===== config.mk =====
export PLATFORM = sky130hd
export DESIGN_NAME = morse_key_decoder
export DESIGN_NICKNAME = d
export VERILOG_FILES = /design/src/rtl/morse_pkg.sv /design/src/rtl/morse_code_to_seg.sv /design/src/rtl/morse_key_decoder.sv
export SDC_FILE = /design/constraint.sdc
export NUM_CORES = 1
export LEC_CHECK = 0
export CAP_MARGIN = 20
export CORE_ASPECT_RATIO = 1.75
export CORE_MARGIN = 5
export CORE_UTILIZATION = 40
export CTS_BUF_LIST = sky130_fd_sc_hd__clkbuf_8
export DETAILED_ROUTE_END_ITERATION = 8
export SYNTH_ARGS = -nofsm -noshare
export SYNTH_HDL_FRONTEND = slang
export SYNTH_SLANG_ARGS = --single-unit

===== constraint.sdc =====
create_clock -name clk -period 2.1 [get_ports clk]
set_input_delay 0.42 -clock clk [delete_from_list [all_inputs] [get_ports clk]]
set_output_delay 0.42 -clock clk [all_outputs]
set_load 0.05 [all_outputs]

===== src/rtl/morse_pkg.sv =====
// Shared types and constants for the Morse key decoder: FSM state encoding,
// active-low 7-segment bytes {dp,g..a} and the 5-element digit codes
// (0 = dot, 1 = dash, first element in bit 4).
package morse_pkg;

   typedef enum logic [1:0] {
      ST_IDLE  = 2'd0,
      ST_PRESS = 2'd1,
      ST_GAP   = 2'd2,
      ST_OUT   = 2'd3
   } state_e;

   localparam logic [7:0] SEG_0     = 8'hC0;
   localparam logic [7:0] SEG_1     = 8'hF9;
   localparam logic [7:0] SEG_2     = 8'hA4;
   localparam logic [7:0] SEG_3     = 8'hB0;
   localparam logic [7:0] SEG_4     = 8'h99;
   localparam logic [7:0] SEG_5     = 8'h92;
   localparam logic [7:0] SEG_6     = 8'h82;
   localparam logic [7:0] SEG_7     = 8'hF8;
   localparam logic [7:0] SEG_8     = 8'h80;
   localparam logic [7:0] SEG_9     = 8'h90;
   localparam logic [7:0] SEG_DASH  = 8'hBF;
   localparam logic [7:0] SEG_BLANK = 8'hFF;

   localparam logic [4:0] CODE_0 = 5'b11111;
   localparam logic [4:0] CODE_1 = 5'b01111;
   localparam logic [4:0] CODE_2 = 5'b00111;
   localparam logic [4:0] CODE_3 = 5'b00011;
   localparam logic [4:0] CODE_4 = 5'b00001;
   localparam logic [4:0] CODE_5 = 5'b00000;
   localparam logic [4:0] CODE_6 = 5'b10000;
   localparam logic [4:0] CODE_7 = 5'b11000;
   localparam logic [4:0] CODE_8 = 5'b11100;
   localparam logic [4:0] CODE_9 = 5'b11110;

   localparam logic [3:0] DIGIT_ERR = 4'hF;

   // Largest of three tick limits; sizes the shared duration counters.
   function automatic int unsigned max3(input int unsigned a,
                                        input int unsigned b,
                                        input int unsigned c);
      int unsigned m;
      m = (a > b) ? a : b;
      m = (m > c) ? m : c;
      return m;
   endfunction

endpackage


===== src/rtl/morse_code_to_seg.sv =====
// Combinational lookup from a complete 5-element Morse code to the decimal
// digit and its active-low 7-segment byte. Unknown codes report hit=0 with
// the dash glyph and the error digit.
module morse_code_to_seg
   import morse_pkg::*;
(
   input  logic [4:0] code,
   output logic       hit,
   output logic [3:0] digit,
   output logic [7:0] seg
);

   // Code table lookup; default covers every non-digit pattern.
   always_comb begin
      hit   = 1'b1;
      digit = DIGIT_ERR;
      seg   = SEG_DASH;
      case (code)
         CODE_0:  begin digit = 4'd0; seg = SEG_0; end
         CODE_1:  begin digit = 4'd1; seg = SEG_1; end
         CODE_2:  begin digit = 4'd2; seg = SEG_2; end
         CODE_3:  begin digit = 4'd3; seg = SEG_3; end
         CODE_4:  begin digit = 4'd4; seg = SEG_4; end
         CODE_5:  begin digit = 4'd5; seg = SEG_5; end
         CODE_6:  begin digit = 4'd6; seg = SEG_6; end
         CODE_7:  begin digit = 4'd7; seg = SEG_7; end
         CODE_8:  begin digit = 4'd8; seg = SEG_8; end
         CODE_9:  begin digit = 4'd9; seg = SEG_9; end
         default: begin hit = 1'b0; digit = DIGIT_ERR; seg = SEG_DASH; end
      endcase
   end

endmodule


===== src/rtl/morse_key_decoder.sv =====
// Morse key receiver: times each press of a debounced key, classifies it as
// dot or dash, collects five elements and emits the decoded digit plus its
// active-low 7-segment byte. Incomplete codes abort after a long release.
// Optional: define MORSE_STUCK_KEY_EN to abort on a press of STUCK_TICKS.
module morse_key_decoder
   import morse_pkg::*;
#(
   parameter int unsigned LONG_TICKS  = 20_000_000,
   parameter int unsigned GAP_TICKS   = 100_000_000,
   parameter int unsigned STUCK_TICKS = 300_000_000
) (
   input  logic       clk,
   input  logic       rst_n,
   input  logic       clr,
   input  logic       key,
   output logic [7:0] seg_x,
   output logic [3:0] digit,
   output logic       valid,
   output logic       err,
   output logic [4:0] morse_cord,
   output logic [2:0] sym_cnt
);

   localparam int unsigned MAX_TICKS = max3(LONG_TICKS, GAP_TICKS, STUCK_TICKS);
   localparam int          CNT_W     = $clog2(MAX_TICKS) + 1;

   localparam logic [CNT_W-1:0] LONG_C = CNT_W'(LONG_TICKS);
   localparam logic [CNT_W-1:0] GAP_C  = CNT_W'(GAP_TICKS);
`ifdef MORSE_STUCK_KEY_EN
   localparam logic [CNT_W-1:0] STUCK_C = CNT_W'(STUCK_TICKS);
`endif

   state_e           state_q, state_d;
   logic             key_s1_q, key_s1_d;
   logic             key_s2_q, key_s2_d;
   logic             key_s3_q, key_s3_d;
   logic [CNT_W-1:0] press_cnt_q, press_cnt_d;
   logic [CNT_W-1:0] gap_cnt_q, gap_cnt_d;
   logic [7:0]       seg_x_q, seg_x_d;
   logic [3:0]       digit_q, digit_d;
   logic             valid_q, valid_d;
   logic             err_q, err_d;
   logic [4:0]       morse_cord_q, morse_cord_d;
   logic [2:0]       sym_cnt_q, sym_cnt_d;

   logic             key_rise;
   logic             key_fall;
   logic             element;
   logic             lu_hit;
   logic [3:0]       lu_digit;
   logic [7:0]       lu_seg;

   morse_code_to_seg u_lookup (
      .code  (morse_cord_q),
      .hit   (lu_hit),
      .digit (lu_digit),
      .seg   (lu_seg)
   );

   assign key_rise = key_s2_q & ~key_s3_q;
   assign key_fall = ~key_s2_q & key_s3_q;
   assign element  = (press_cnt_q >= LONG_C);

   // Next-state, counters and outputs; clr overrides everything at the end.
   always_comb begin
      state_d      = state_q;
      key_s1_d     = key;
      key_s2_d     = key_s1_q;
      key_s3_d     = key_s2_q;
      press_cnt_d  = press_cnt_q;
      gap_cnt_d    = gap_cnt_q;
      seg_x_d      = seg_x_q;
      digit_d      = digit_q;
      valid_d      = 1'b0;
      err_d        = 1'b0;
      morse_cord_d = morse_cord_q;
      sym_cnt_d    = sym_cnt_q;

      case (state_q)
         ST_IDLE: begin
            if (key_rise) begin
               state_d     = ST_PRESS;
               press_cnt_d = CNT_W'(1);
            end
         end

         ST_PRESS: begin
            if (key_fall) begin
               morse_cord_d = {morse_cord_q[3:0], element};
               sym_cnt_d    = sym_cnt_q + 3'd1;
               if (sym_cnt_q == 3'd4) begin
                  state_d = ST_OUT;
               end else begin
                  state_d   = ST_GAP;
                  gap_cnt_d = '0;
               end
`ifdef MORSE_STUCK_KEY_EN
            end else if (press_cnt_q == STUCK_C) begin
               // Abort; the key must be released and re-pressed (IDLE ignores the fall).
               err_d        = 1'b1;
               seg_x_d      = SEG_DASH;
               digit_d      = DIGIT_ERR;
               morse_cord_d = '0;
               sym_cnt_d    = '0;
               state_d      = ST_IDLE;
`endif
            end else if (press_cnt_q != {CNT_W{1'b1}}) begin
               press_cnt_d = press_cnt_q + CNT_W'(1);
            end
         end

         ST_GAP: begin
            if (key_rise) begin
               state_d     = ST_PRESS;
               press_cnt_d = CNT_W'(1);
            end else if (gap_cnt_q == GAP_C) begin
               err_d        = 1'b1;
               seg_x_d      = SEG_DASH;
               digit_d      = DIGIT_ERR;
               morse_cord_d = '0;
               sym_cnt_d    = '0;
               state_d      = ST_IDLE;
            end else begin
               gap_cnt_d = gap_cnt_q + CNT_W'(1);
            end
         end

         ST_OUT: begin
            // A press beginning here is deliberately missed: IDLE never sees its rise.
            if (lu_hit) begin
               valid_d = 1'b1;
               seg_x_d = lu_seg;
               digit_d = lu_digit;
            end else begin
               err_d   = 1'b1;
               seg_x_d = SEG_DASH;
               digit_d = DIGIT_ERR;
            end
            morse_cord_d = '0;
            sym_cnt_d    = '0;
            state_d      = ST_IDLE;
         end

         default: begin
            state_d = ST_IDLE;
         end
      endcase

      if (clr) begin
         state_d      = ST_IDLE;
         press_cnt_d  = '0;
         gap_cnt_d    = '0;
         seg_x_d      = SEG_BLANK;
         digit_d      = 4'h0;
         valid_d      = 1'b0;
         err_d        = 1'b0;
         morse_cord_d = '0;
         sym_cnt_d    = '0;
      end
   end

   // State and datapath registers. The synchronizer resets to "pressed" so a
   // key held through reset release produces no rising edge.
   always_ff @(posedge clk or negedge rst_n) begin
      if (!rst_n) begin
         state_q      <= ST_IDLE;
         key_s1_q     <= 1'b1;
         key_s2_q     <= 1'b1;
         key_s3_q     <= 1'b1;
         press_cnt_q  <= '0;
         gap_cnt_q    <= '0;
         seg_x_q      <= SEG_BLANK;
         digit_q      <= 4'h0;
         valid_q      <= 1'b0;
         err_q        <= 1'b0;
         morse_cord_q <= '0;
         sym_cnt_q    <= '0;
      end else begin
         state_q      <= state_d;
         key_s1_q     <= key_s1_d;
         key_s2_q     <= key_s2_d;
         key_s3_q     <= key_s3_d;
         press_cnt_q  <= press_cnt_d;
         gap_cnt_q    <= gap_cnt_d;
         seg_x_q      <= seg_x_d;
         digit_q      <= digit_d;
         valid_q      <= valid_d;
         err_q        <= err_d;
         morse_cord_q <= morse_cord_d;
         sym_cnt_q    <= sym_cnt_d;
      end
   end

   assign seg_x      = seg_x_q;
   assign digit      = digit_q;
   assign valid      = valid_q;
   assign err        = err_q;
   assign morse_cord = morse_cord_q;
   assign sym_cnt    = sym_cnt_q;

endmodule


# Word-level counts from Yosys, hierarchy flattened
# Cells that the tools add are included.
[word_totals]
ff_bits = 87
input_bits = 4
out_inout_bits = 22
word_cells = 107
[classes]
n_addsub = 3
order_cmp = 1
n_eq_ne = 25
muxes = 49
n_bitwise = 4
n_reduce_logical = 13
[ops]
columns = ["cell", "count"]
rows = [
  ["$mux W30", 9],
  ["$pmux W30 S2", 2],
  ["$pmux W7 S10", 1],
  ["$add A30 B1 Y30 const B", 2],
  ["$pmux W4 S10", 1],
  ["$mux W8", 4],
  ["$eq A30 B27 Y1 const B", 1],
  ["$ge A30 B25 Y1 const B", 1],
  ["$ne A30 B30 Y1 const B", 1],
  ["$eq A5 B5 Y1 const B", 5],
  ["$ne A3 B3 Y1 const B", 8],
  ["$mux W5", 4],
  ["$mux W4", 4],
  ["$pmux W8 S2", 1],
  ["$pmux W5 S3", 1],
  ["$mux W3", 4],
  ["$mux W2", 5],
  ["$reduce_or A10 Y1", 1],
  ["$mux W1", 9],
  ["$pmux W3 S3", 1],
  ["$reduce_bool A3 Y1", 3],
  ["$pmux W2 S4", 1],
  ["$pmux W4 S2", 1],
  ["$reduce_and A4 Y1", 2],
  ["other kinds (19)", 23],
]

# Depth between registers and ports, before layout
# Gate-level depths: netlist of the first run.
[depth]
depth_word = 6
ltp_mapped = 10
ltp_nobuf = 7

# Cells and area by module
# Synthesis of the first run repeated with hierarchy kept, for this count alone.
[hier_totals]
cells_unflattened = 616
hier_area_um2 = 5559.1
[modules_own_cells]
columns = ["mod", "instances", "cells_per_inst", "area_per_inst_um2", "seq_area_each_um2"]
rows = [
  ["morse_key_decoder", 1, 563, 5206.2, 2190.9],
  ["morse_code_to_seg", 1, 53, 352.8, 0.0],
]

# Least setup slack after synthesis of the first run
# No wires, ideal clock.
[synth_timing]
path_kind = "flip-flop to flip-flop"
from = "register sym_cnt_q[1] (netlist: sym_cnt[1])"
to = "register gap_cnt_q[24]"
arrival_ns = 2.115
required_time_ns = 2.037
path_slack_ns = -0.078
stages_incl_launch_ff = 10
n_path_buf = 2
path_cell_list = "dfrtp_1 inv_1 ha_1 nand2_1 a311o_2 nand2_1 buf_2 buf_2 a21oi_1 o21ba_2"
[synth_via]
elab_chain_cells = 3
[synth_rtl]
columns = ["item", "line_no", "text"]
rows = [
  ["from (decl)", "morse_key_decoder.sv:44", "logic [2:0] sym_cnt_q, sym_cnt_d;"],
  ["from (signal assigned)", "morse_key_decoder.sv:190", "sym_cnt_q <= sym_cnt_d;"],
  ["$eq A3 B3 Y1", "morse_key_decoder.sv:91", "if (sym_cnt_q == 3'd4) begin"],
  ["$ne A3 B3 Y1 (no line)", "-", ""],
  ["$reduce_and A5 Y1 (no line)", "-", ""],
  ["to (signal assigned)", "morse_key_decoder.sv:184", "gap_cnt_q <= gap_cnt_d;"],
  ["to (decl)", "morse_key_decoder.sv:38", "logic [CNT_W-1:0] gap_cnt_q, gap_cnt_d;"],
]
# Every way passes these cells.
# A chain may end at the register's enable or synchronous reset.

# Final worst setup path of the first run
[layout_timing]
from = "register gap_cnt_q[27]"
to = "register sym_cnt_q[2] (netlist: sym_cnt[2])"
[layout_via]
elab_chain_cells = 3
[layout_rtl]
columns = ["item", "line_no", "text"]
rows = [
  ["$eq A30 B27 Y1", "morse_key_decoder.sv:116", "end else if (gap_cnt_q == GAP_C) begin"],
  ["$ne A3 B3 Y1 (no line)", "-", ""],
  ["$reduce_and A4 Y1 (no line)", "-", ""],
]
# Every way passes these cells.

==> flow_metrics.tcl, run 1 <==
set metrics [dict create \
    syn_inst 611 \
    synth_area_sq_um 5580 \
    place_congestion 0.910 \
    syn_area_per_cell_sq_um 9.14 \
    synth.distinct_cells 72 \
    setup_violations 7 \
    cts.reportedPaths.clkPinSlew_ps 100 \
    ioPinCount 26 \
    cpMaxStageDelayCell "dfrtp_1" \
    first_pass_iters 6 \
    core_region_area_sq_um 13800 \
    crit_top_cell "buf_4" \
    synth_top_area_share_pct 34.1 \
    worstHoldPathType "primary input to asynchronous set/reset pin" \
    totalNegativeSetupSlack_ps -205 \
    maxSlewHeadroom_pct 64.8 \
    critical_path_required_ps 2350 \
    die_w_microns 99.3 \
    htreeDepth 3 \
    path_max_fanout 3 \
    yosysSeqAreaShare_pct 38.8 \
    crit_family "compound AO/OA/AOI/OAI gates" \
    cts_buffer_depth 2 \
    cts_buffers 9 \
    reg2reg_to "sym_cnt[2]" \
    cts_sinks 86 \
    grt_max_degree 39 \
    cts_hold_buf 0 \
    num_vias 5541 \
    finalCritPeriodShare_pct 102 \
    cp_num_buf_inv 2 \
    async_reset_ff_share_pct 100 \
    arrival_ps 2390 \
    wl_mm 17.6 \
    end_kind "register" \
    grt_pass1_vias 5816 \
    insertion_delay_ps 370 \
    port_buffers 24 \
    vias_per_cell 6.02 \
    rr_worst_depth 7 \
    ir_worst_vdd_mv 0.417 \
    grt_pass1_wl_mm 29.0 \
    syn_nets 626 \
    skew_ps 7.48 \
    track_usage_pct 21.5 \
    hpwl_mm 12.9 \
    synth_area_leader_cell "dfrtp_1" \
    grt_antenna_before_repair 0 \
    die-area_sq_um 16500 \
    synth_flop_cell "dfrtp_1" \
    diodes 0 \
    grt.met3_usage_pct 3.11 \
    powerDensity_nw_per_um2 669 \
    hold_viol_final 0 \
    power_mw 4.91 \
    timing.final.ws_setup_ps -47.3 \
    cts_tree "yes" \
    drt-initial-drc-count 365 \
    r2r-start "gap_cnt_q[27]" \
    area_growth_pct 31.3 \
    slew_viol_final 0 \
    grt_use_met1_pct 22.9 \
    initial_core_util_pct 40.4 \
    max_freq_mhz 466 \
    critPathLaunchType "register" \
    postRouteAntennaNets 0 \
    rsz0062_at_grt "yes" \
    layout.nets 754 \
    maxCapViolCount 0 \
    grt_util_met2_pct 40.5 \
    outcome "complete, but fails checks" \
    drive_above_1_share_pct 35.5 \
    reg2reg_setup_slack_ps -50 \
    crit_path_max_incr_delay_ps 420 \
    nFillCells 1328 \
    drc 0 \
    layout_min_cycle_time_ps 2150 \
    yosysWarnings 0 \
    crit_start "gap_cnt_q[27]" \
    path_cells "nor4_1, nand3_2, o41ai_2, buf_4, buf_4, nand2_2, a221o_1" \
    synth_edf_count 0 \
    fp.dieH_microns 166 \
    failed_checks "setup timing" \
    row_count 57 \
    cts-root-buf "clkbuf_8" \
    routedWlPerCell_microns 19.1 \
    worstMarginPinSlew_ps 528 \
    grt_overflow_total 0 \
    yosys-top-cells-area "dfrtp_1 (34%), o31ai_1 (5.9%), dfstp_2 (4.7%)" \
    gr-max-usage-layer "met2" \
    synth-seq-cells 86 \
    p_leak_nw 3.25 \
    worstSetupPathType "register to register" \
]
-- through the flow --
step           std cells  util [%]  setup WS [ps]  hold WS [ps]  instance area [sq um]
6_report             921      53.0          -47.3          21.8                   7330
3_5_place_dp         891      48.4           -335           355                   6700
2_1_floorplan        611         -          -11.1           124                   5590
4_1_cts              914      50.9           1.02          25.2                   7050
3_3_place_gp         891      48.4           -309           352                   6700
5_1_grt              921      53.0           -185          52.8                   7330
-- per-layer routing --
layer | wire, microns | part of all wire (%) | vias up
met2 | 9890 | 56 | 193
met3 | 800 | 4.5 | 55
met1 | 6210 | 35 | 2730
met4 | 696 | 4.0 | 0
met5 | 0 | 0 | -
li1 | - | - | 2563
-- cells by family after synthesis --
logic type / Yosys count / share of synthesized area, %
AND/OR/NAND/NOR: 244 / 25.1
AO/OA/AOI/OAI: 175 / 21.3
flip-flops: 86 / 38.8
buffers and inverters: 63 / 5.89
multiplexers: 28 / 5.96
adder cells (fa/ha/maj): 11 / 2.46
XOR/XNOR: 3 / 0.471
other: 1 / 0.0672
-- worst max path at each step --
stage / to / slack [ps] / cells past startpoint
3_5_place_dp: press_cnt_q[27] / -330 / 7
4_1_cts: press_cnt_q[9] / 1 / 9
2_1_floorplan: gap_cnt_q[24] / -10 / 10
3_3_place_gp: press_cnt_q[23] / -310 / 7
6_report: sym_cnt[2] / -50 / 7
5_1_grt: sym_cnt[2] / -180 / 7
-- worst reg2reg max path, cell delays in order (launching register included) --
cell	delay [ps]
dfrtp_1	420
nor4_1	410
nand3_2	160
o41ai_2	350
buf_4	180
buf_4	100
nand2_2	60
a221o_1	340
-- registers in the layout (all words and copies together), names as in the netlist --
register and cells:
valid 1, press_cnt_q 30, gap_cnt_q 30, seg_x 7
morse_cord 5, sym_cnt 3, key_s1_q 1, digit 4
key_s2_q 1, key_s3_q 1, state_q 2, err 1
-- Yosys cell counts (all sizes together) (11+ instances only) --
master,instances
inv,23
nor4,21
ha,11
a31oi,25
nor2,40
a21oi,24
nand3,30
clkbuf,14
buf,26
o31ai,44
mux2,12
nand2,52
and3,11
nor3,20
o21ai,36
nand4,24
dfrtp,76
mux2i,16
-- placed cells by master (no fill, tap or decap), drive strengths merged, types with 4 or more instances in the layout --
master and count:
buf 149, dfrtp 76, nand2 52, o31ai 44, nor2 40, o21ai 36, nand3 30, a31oi 25
a21oi 24, inv 24, nand4 24, nor4 21, nor3 20, mux2i 16, mux2 12, and3 11
ha 11, dfstp 10, clkbuf 9, nand2b 9, clkdlybuf4s50 7, or3 7, nor2b 6, a2bb2oi 6
o41ai 6, a21boi 5, o211ai 4, or4 4, o21a 4, and2 4
-- layout make-up --
| type | instances | area, sq um | area share (%) |
|---|---|---|---|
| well taps | 177 | 221 | 3.02 |
| flip-flops and latches | 86 | 2170 | 29.6 |
| clock inverters | 7 | 97.6 | 1.33 |
| inverters | 23 | 86.3 | 1.18 |
| clock buffers | 9 | 124 | 1.69 |
| repair buffers | 157 | 1250 | 17.0 |
| multi-input cells | 462 | 3390 | 46.2 |
-- repair_timing --
item                                    in CTS  in global routing
setup buffers                                7                  5
endpoints found under the setup margin      53                 79
pin swaps                                    4                  7
gates cloned                                 0                  2
resized for setup                           18                 50
-- report_power, final --
group	internal [mW]	switching, mW
registers	1.74	0.0576
clock network	0.675	0.669
logic	0.786	0.979
total	3.20	1.71
Note: power is estimated with default switching activity, not from simulation.
==> run 2, diff against run 1 <==
--- a/config.mk
+++ b/config.mk
@@ -11,6 +11,8 @@
 export CORE_UTILIZATION = 40
 export CTS_BUF_LIST = sky130_fd_sc_hd__clkbuf_8
 export DETAILED_ROUTE_END_ITERATION = 8
+export PLACE_DENSITY = 0.62
 export SYNTH_ARGS = -nofsm -noshare
 export SYNTH_HDL_FRONTEND = slang
 export SYNTH_SLANG_ARGS = --single-unit
+export TNS_END_PERCENT = 20
==> run 2 against run 1 <==
  * The run now ends clean
  * Total power decreased by 5.6%
  * Fmax increased by 3.5%
  * Count of clock-buffer cells in the layout unchanged
  * Die area is the same
  * Hold slack improved by 340 ps
  * Sequential share of layout area grew 1.2 points
  * Largest power group unchanged
  * Highest routed layer unchanged
==> flow_metrics.tcl, run 2 (same netlist as run 1, synthesis figures left out) <==
set metrics [dict create \
    area_growth_pct 26.1 \
    powerDensity_nw_per_um2 658 \
    setup_violations 0 \
    wl_mm 16.2 \
    ir_worst_vdd_mv 0.491 \
    rr_worst_depth 8 \
    htreeDepth 3 \
    grt_pass1_wl_mm 26.7 \
    grt_pass1_vias 5396 \
    worstHoldPathType "register to register" \
    cts-root-buf "clkbuf_8" \
    hold_viol_final 0 \
    grt_antenna_before_repair 0 \
    rsz0062_at_grt "yes" \
    critPathLaunchType "register" \
    vias_per_cell 5.82 \
    layout.nets 739 \
    layout_min_cycle_time_ps 2070 \
    drive_above_1_share_pct 29.1 \
    hp-start "key_s1_q" \
    drt-initial-drc-count 250 \
    path_max_fanout 4 \
    initial_core_util_pct 40.4 \
    place_congestion 0.940 \
    p_leak_nw 3.15 \
    worstMarginPinSlew_ps 515 \
    maxCapViolCount 0 \
    p_int_mw 3.01 \
    dp_slack_ps -246 \
    worstSetupPathType "register to register" \
    cts.reportedPaths.clkPinSlew_ps 100 \
    postRouteAntennaNets 0 \
    drc 0 \
    cts_tree "yes" \
    hpwl_mm 12.1 \
    insertion_delay_ps 370 \
    power_frac_comb_pct 34.9 \
    r2r-start "state_q[0]" \
    arrival_ps 2350 \
    track_usage_pct 19.8 \
    diodes 0 \
    cts_buffers 9 \
    die_w_microns 99.3 \
    seq_area_sq_um 2170 \
    grt_max_degree 39 \
    slew_viol_final 0 \
    skew_ps 9.19 \
    max_freq_mhz 482 \
    grt_overflow_total 0 \
    row_count 57 \
    cts_buffer_depth 2 \
    p_sw_mw 1.63 \
    multi_input_area_sq_um 3210 \
    cts_sinks 86 \
    timing.final.ws_setup_ps 26.3 \
    nFillCells 1293 \
    ioPinCount 26 \
    first_pass_iters 5 \
    final_core_util_pct 50.9 \
    p_seq_share_pct 39.1 \
    port_buffers 24 \
    final_common_cell "buf_4" \
    finalCritPeriodShare_pct 98.7 \
    fp.dieH_microns 166 \
    die-area_sq_um 16500 \
    routedWlPerCell_microns 17.9 \
    num_vias 5272 \
    clkPwrFrac_pct 26.0 \
    core_region_area_sq_um 13800 \
    critical_path_required_ps 2370 \
    outcome "finished clean" \
    mostFrequentLayoutCells "buf_4 (123), dfrtp_1 (72), nand2_1 (50)" \
    swShare_pct 35.1 \
    end_kind "register" \
    crit_start "state_q[0]" \
    min_path_cells 0 \
    maxSlewHeadroom_pct 65.5 \
]
-- run 2: layout make-up --
class / instances / area share (%)
multi-input cells: 462 / 45.6
flip-flops and latches: 86 / 30.8
repair buffers: 142 / 16.4
well taps: 177 / 3.15
clock buffers: 9 / 1.76
inverters: 23 / 1.23
clock inverters: 7 / 1.05
-- run 2: power groups by stage --
stage / combinational (mW) / clock (mW) / sequential [mW]
finish: 1.62 / 1.21 / 1.81
global route: 1.74 / 1.32 / 1.82
CTS: 1.57 / 1.23 / 1.81
detailed placement: 1.52 / 0 / 1.84
global placement: 1.50 / 0 / 1.84
floorplan: 0.689 / 0 / 2.00
-- run 2: critical path, stage by stage (launching register included) --
cell     delay, ps
dfrtp_2        450
inv_2           90
ha_2           220
nor2b_4        170
a211o_2        140
nand2_1         90
or3_1          410
buf_4          170
o31ai_1        230
-- run 2: through the flow --
stage	instance area [sq um]	instances	power (mW)	hold WS, ps	TNS, ps
4_1_cts	6920	904	4.61	366	0
3_3_place_gp	6640	883	3.33	310	-6250
3_5_place_dp	6640	883	3.36	321	-8240
5_1_grt	7040	906	4.87	371	-1690
6_report	7040	906	4.63	364	0
2_1_floorplan	5590	611	2.69	124	-17.5
-- run 2: what timing repair did --
item,CTS,global route
setup buffers,4,2
hold endpoints to repair,10,0
pin swaps,2,9
hold buffers,1,0
resized for setup,11,21
setup endpoints to repair,62,74
-- run 2: worst paths after layout --
| kind | to | slack (ps) |
|---|---|---|
| hold reg to reg | key_s2_q | 360 |
| setup reg to reg | gap_cnt_q[19] | 30 |
| max in group asynchronous | gap_cnt_q[14] | 910 |
| setup / recovery | gap_cnt_q[19] | 30 |
| hold / removal | key_s2_q | 360 |
| min in group asynchronous | valid | 490 |
-- run 2: layer usage --
layer  share of wire [%]  global-route usage [%]  vias up  wire length [microns]
met4                 4.4                    10.6        0                    713
met3                 3.8                    3.87       58                    613
met2                  54                    35.2      168                   8690
met1                  38                    21.6     2519                   6170
li1                    -                       -     2527                      -
met5                   0                       0        -                      0
==> run 3, diff against run 2 <==
--- a/config.mk
+++ b/config.mk
@@ -11,7 +11,8 @@
 export CORE_UTILIZATION = 40
 export CTS_BUF_LIST = sky130_fd_sc_hd__clkbuf_8
 export DETAILED_ROUTE_END_ITERATION = 8
-export PLACE_DENSITY = 0.62
+export PLACE_DENSITY = 0.6
+export SKIP_CTS_REPAIR_TIMING = 1
 export SYNTH_ARGS = -nofsm -noshare
 export SYNTH_HDL_FRONTEND = slang
 export SYNTH_SLANG_ARGS = --single-unit
==> constraint.sdc (replaced) <==
create_clock -name clk -period 2.5 [get_ports clk]
set_input_delay 0.5 -clock clk [delete_from_list [all_inputs] [get_ports clk]]
set_output_delay 0.5 -clock clk [all_outputs]
set_load 0.05 [all_outputs]
==> run 3 against run 2 <==
  * Wire length fell by 2.9%
  * First-iteration DRC count rose by 16%
  * Critical path type is now register to output port
  * Clock power fell by 15%
  * Largest power group unchanged
==> flow_metrics.tcl, run 3 (same netlist as run 1, synthesis figures left out) <==
set metrics [dict create \
    finalCritPeriodShare_pct 97.0 \
    mostFrequentLayoutCells "dfrtp_1 (76), buf_4 (52), nand2_1 (50)" \
    hold_viol_final 0 \
    route.met2.wl_mm 8.28 \
    crit_path_max_incr_delay_ps 900 \
    drive_above_1_share_pct 17.9 \
    cts-root-buf "clkbuf_8" \
    power_mw 3.68 \
    die_w_microns 99.3 \
    p_leak_nw 2.82 \
    nFillCells 1353 \
    multi_input_area_sq_um 3100 \
    ioPinCount 26 \
    skew_ps 12.0 \
    cts_tree "yes" \
    setup_violations 0 \
    first_pass_iters 5 \
    slew_viol_final 0 \
    core_region_area_sq_um 13800 \
    powerDensity_nw_per_um2 569 \
    htreeDepth 3 \
    max_freq_mhz 412 \
    worstMarginPinSlew_ps 597 \
    critical_path_required_ps 2000 \
    worstSetupPathType "register to output port" \
    cts_sinks 86 \
    cts_buffers 9 \
    reg2reg_setup_slack_ps 100 \
    numPlacedInstances 826 \
    outcome "finished clean" \
    timing.final.ws_setup_ps 75.5 \
    dp_slack_ps -58.7 \
    diodes 0 \
    final_common_cell "dfrtp_1" \
    layout.nets 675 \
    path_max_fanout 15 \
    end_kind "output port" \
    layout_min_cycle_time_ps 2420 \
    insertion_delay_ps 380 \
    postRouteAntennaNets 0 \
    drc 0 \
    hpwl_mm 11.6 \
    grt_overflow_total 0 \
    wirelength_met1_mm 6.15 \
    ir_worst_vdd_mv 0.521 \
    place_congestion 0.890 \
    track_usage_pct 19.4 \
    critPathLaunchType "register" \
    wl_mm 15.7 \
    die-area_sq_um 16500 \
    instances_no_fill 842 \
    maxSlewHeadroom_pct 60.0 \
    worstHoldPathType "primary input to asynchronous set/reset pin" \
    crit_family "buffers and inverters" \
    fin_area_sq_um 6460 \
    drt-initial-drc-count 291 \
    top_layer "met4" \
    port_buffers 24 \
    arrival_ps 1920 \
    fp.dieH_microns 166 \
    row_count 57 \
    grt_pass1_wl_mm 26.0 \
    dr_wl_met3_microns 650 \
    initial_core_util_pct 40.4 \
    grt_max_degree 46 \
    vias_per_cell 6.14 \
    maxCapViolCount 0 \
    hold_ws_ps 118 \
    seq_area_sq_um 2160 \
    grt_pass1_vias 5115 \
    path_cells "clkdlybuf4s50_1" \
    routedWlPerCell_microns 18.7 \
    area_growth_pct 15.7 \
    grt_antenna_before_repair 0 \
    num_vias 5170 \
    cp_num_buf_inv 1 \
    cpMaxStageDelayCell "clkdlybuf4s50_1" \
    dpl-instance-area_sq_um 6240 \
    cts.reportedPaths.clkPinSlew_ps 90 \
    rsz0062_at_grt "yes" \
    cts_buffer_depth 2 \
]
==> run 3: changes by cell type in the layout (fill, tap and decap cells not counted), moves of 2 or more <==
cell	delta
buf_4	-71
buf_6	-4
clkdlybuf4s50_1	+12
dfrtp_1	+4
dfrtp_2	-4
dlymetal6s2s_1	+2
ha_1	+2
ha_2	-2
inv_6	-2
nor4_1	+5
nor4_2	-4
==> run 3: layout make-up <==
cell class              count  share of cell area, %
clock buffers              10                   2.13
clock inverters             6                  0.969
inverters                  23                   1.34
multi-input cells         462                   48.0
flip-flops and latches     86                   33.5
well taps                 177                   3.43
repair buffers             78                   10.6
==> run 3: per-stage QoR <==
| stage | utilization (%) | TNS (ps) |
|---|---|---|
| finish | 46.7 | 0 |
| global route | 46.7 | -38.1 |
| CTS | 46.6 | 0 |
| detailed placement | 45.1 | -220 |
| global placement | 45.1 | -1.46 |
| floorplan | - | 0 |
==> run 3: where the power goes <==
group / leakage, nW / internal (mW) / switching, mW
Clock: 0.0997 / 0.486 / 0.544
Sequential: 1.15 / 1.46 / 0.0773
Combinational: 1.57 / 0.434 / 0.675
Total: 2.82 / 2.38 / 1.30
==> run 3: worst paths after layout <==
kind | start | end | cells after the start
min | rst_n | gap_cnt_q[0] | 1
min reg2reg | key_s1_q | key_s2_q | 0
max | morse_cord[3] | morse_cord[3] | 1
max reg2reg | state_q[0] | gap_cnt_q[28] | 8
max in group asynchronous | rst_n | press_cnt_q[22] | 2
min in group clk | key_s1_q | key_s2_q | 0
==> run 3: per-layer routing <==
layer  up-vias  GRT usage [%]
li1       2414              -
met1      2541           21.7
met2       173           34.4
met3        42           3.24
met4         0           10.5
met5         -              0
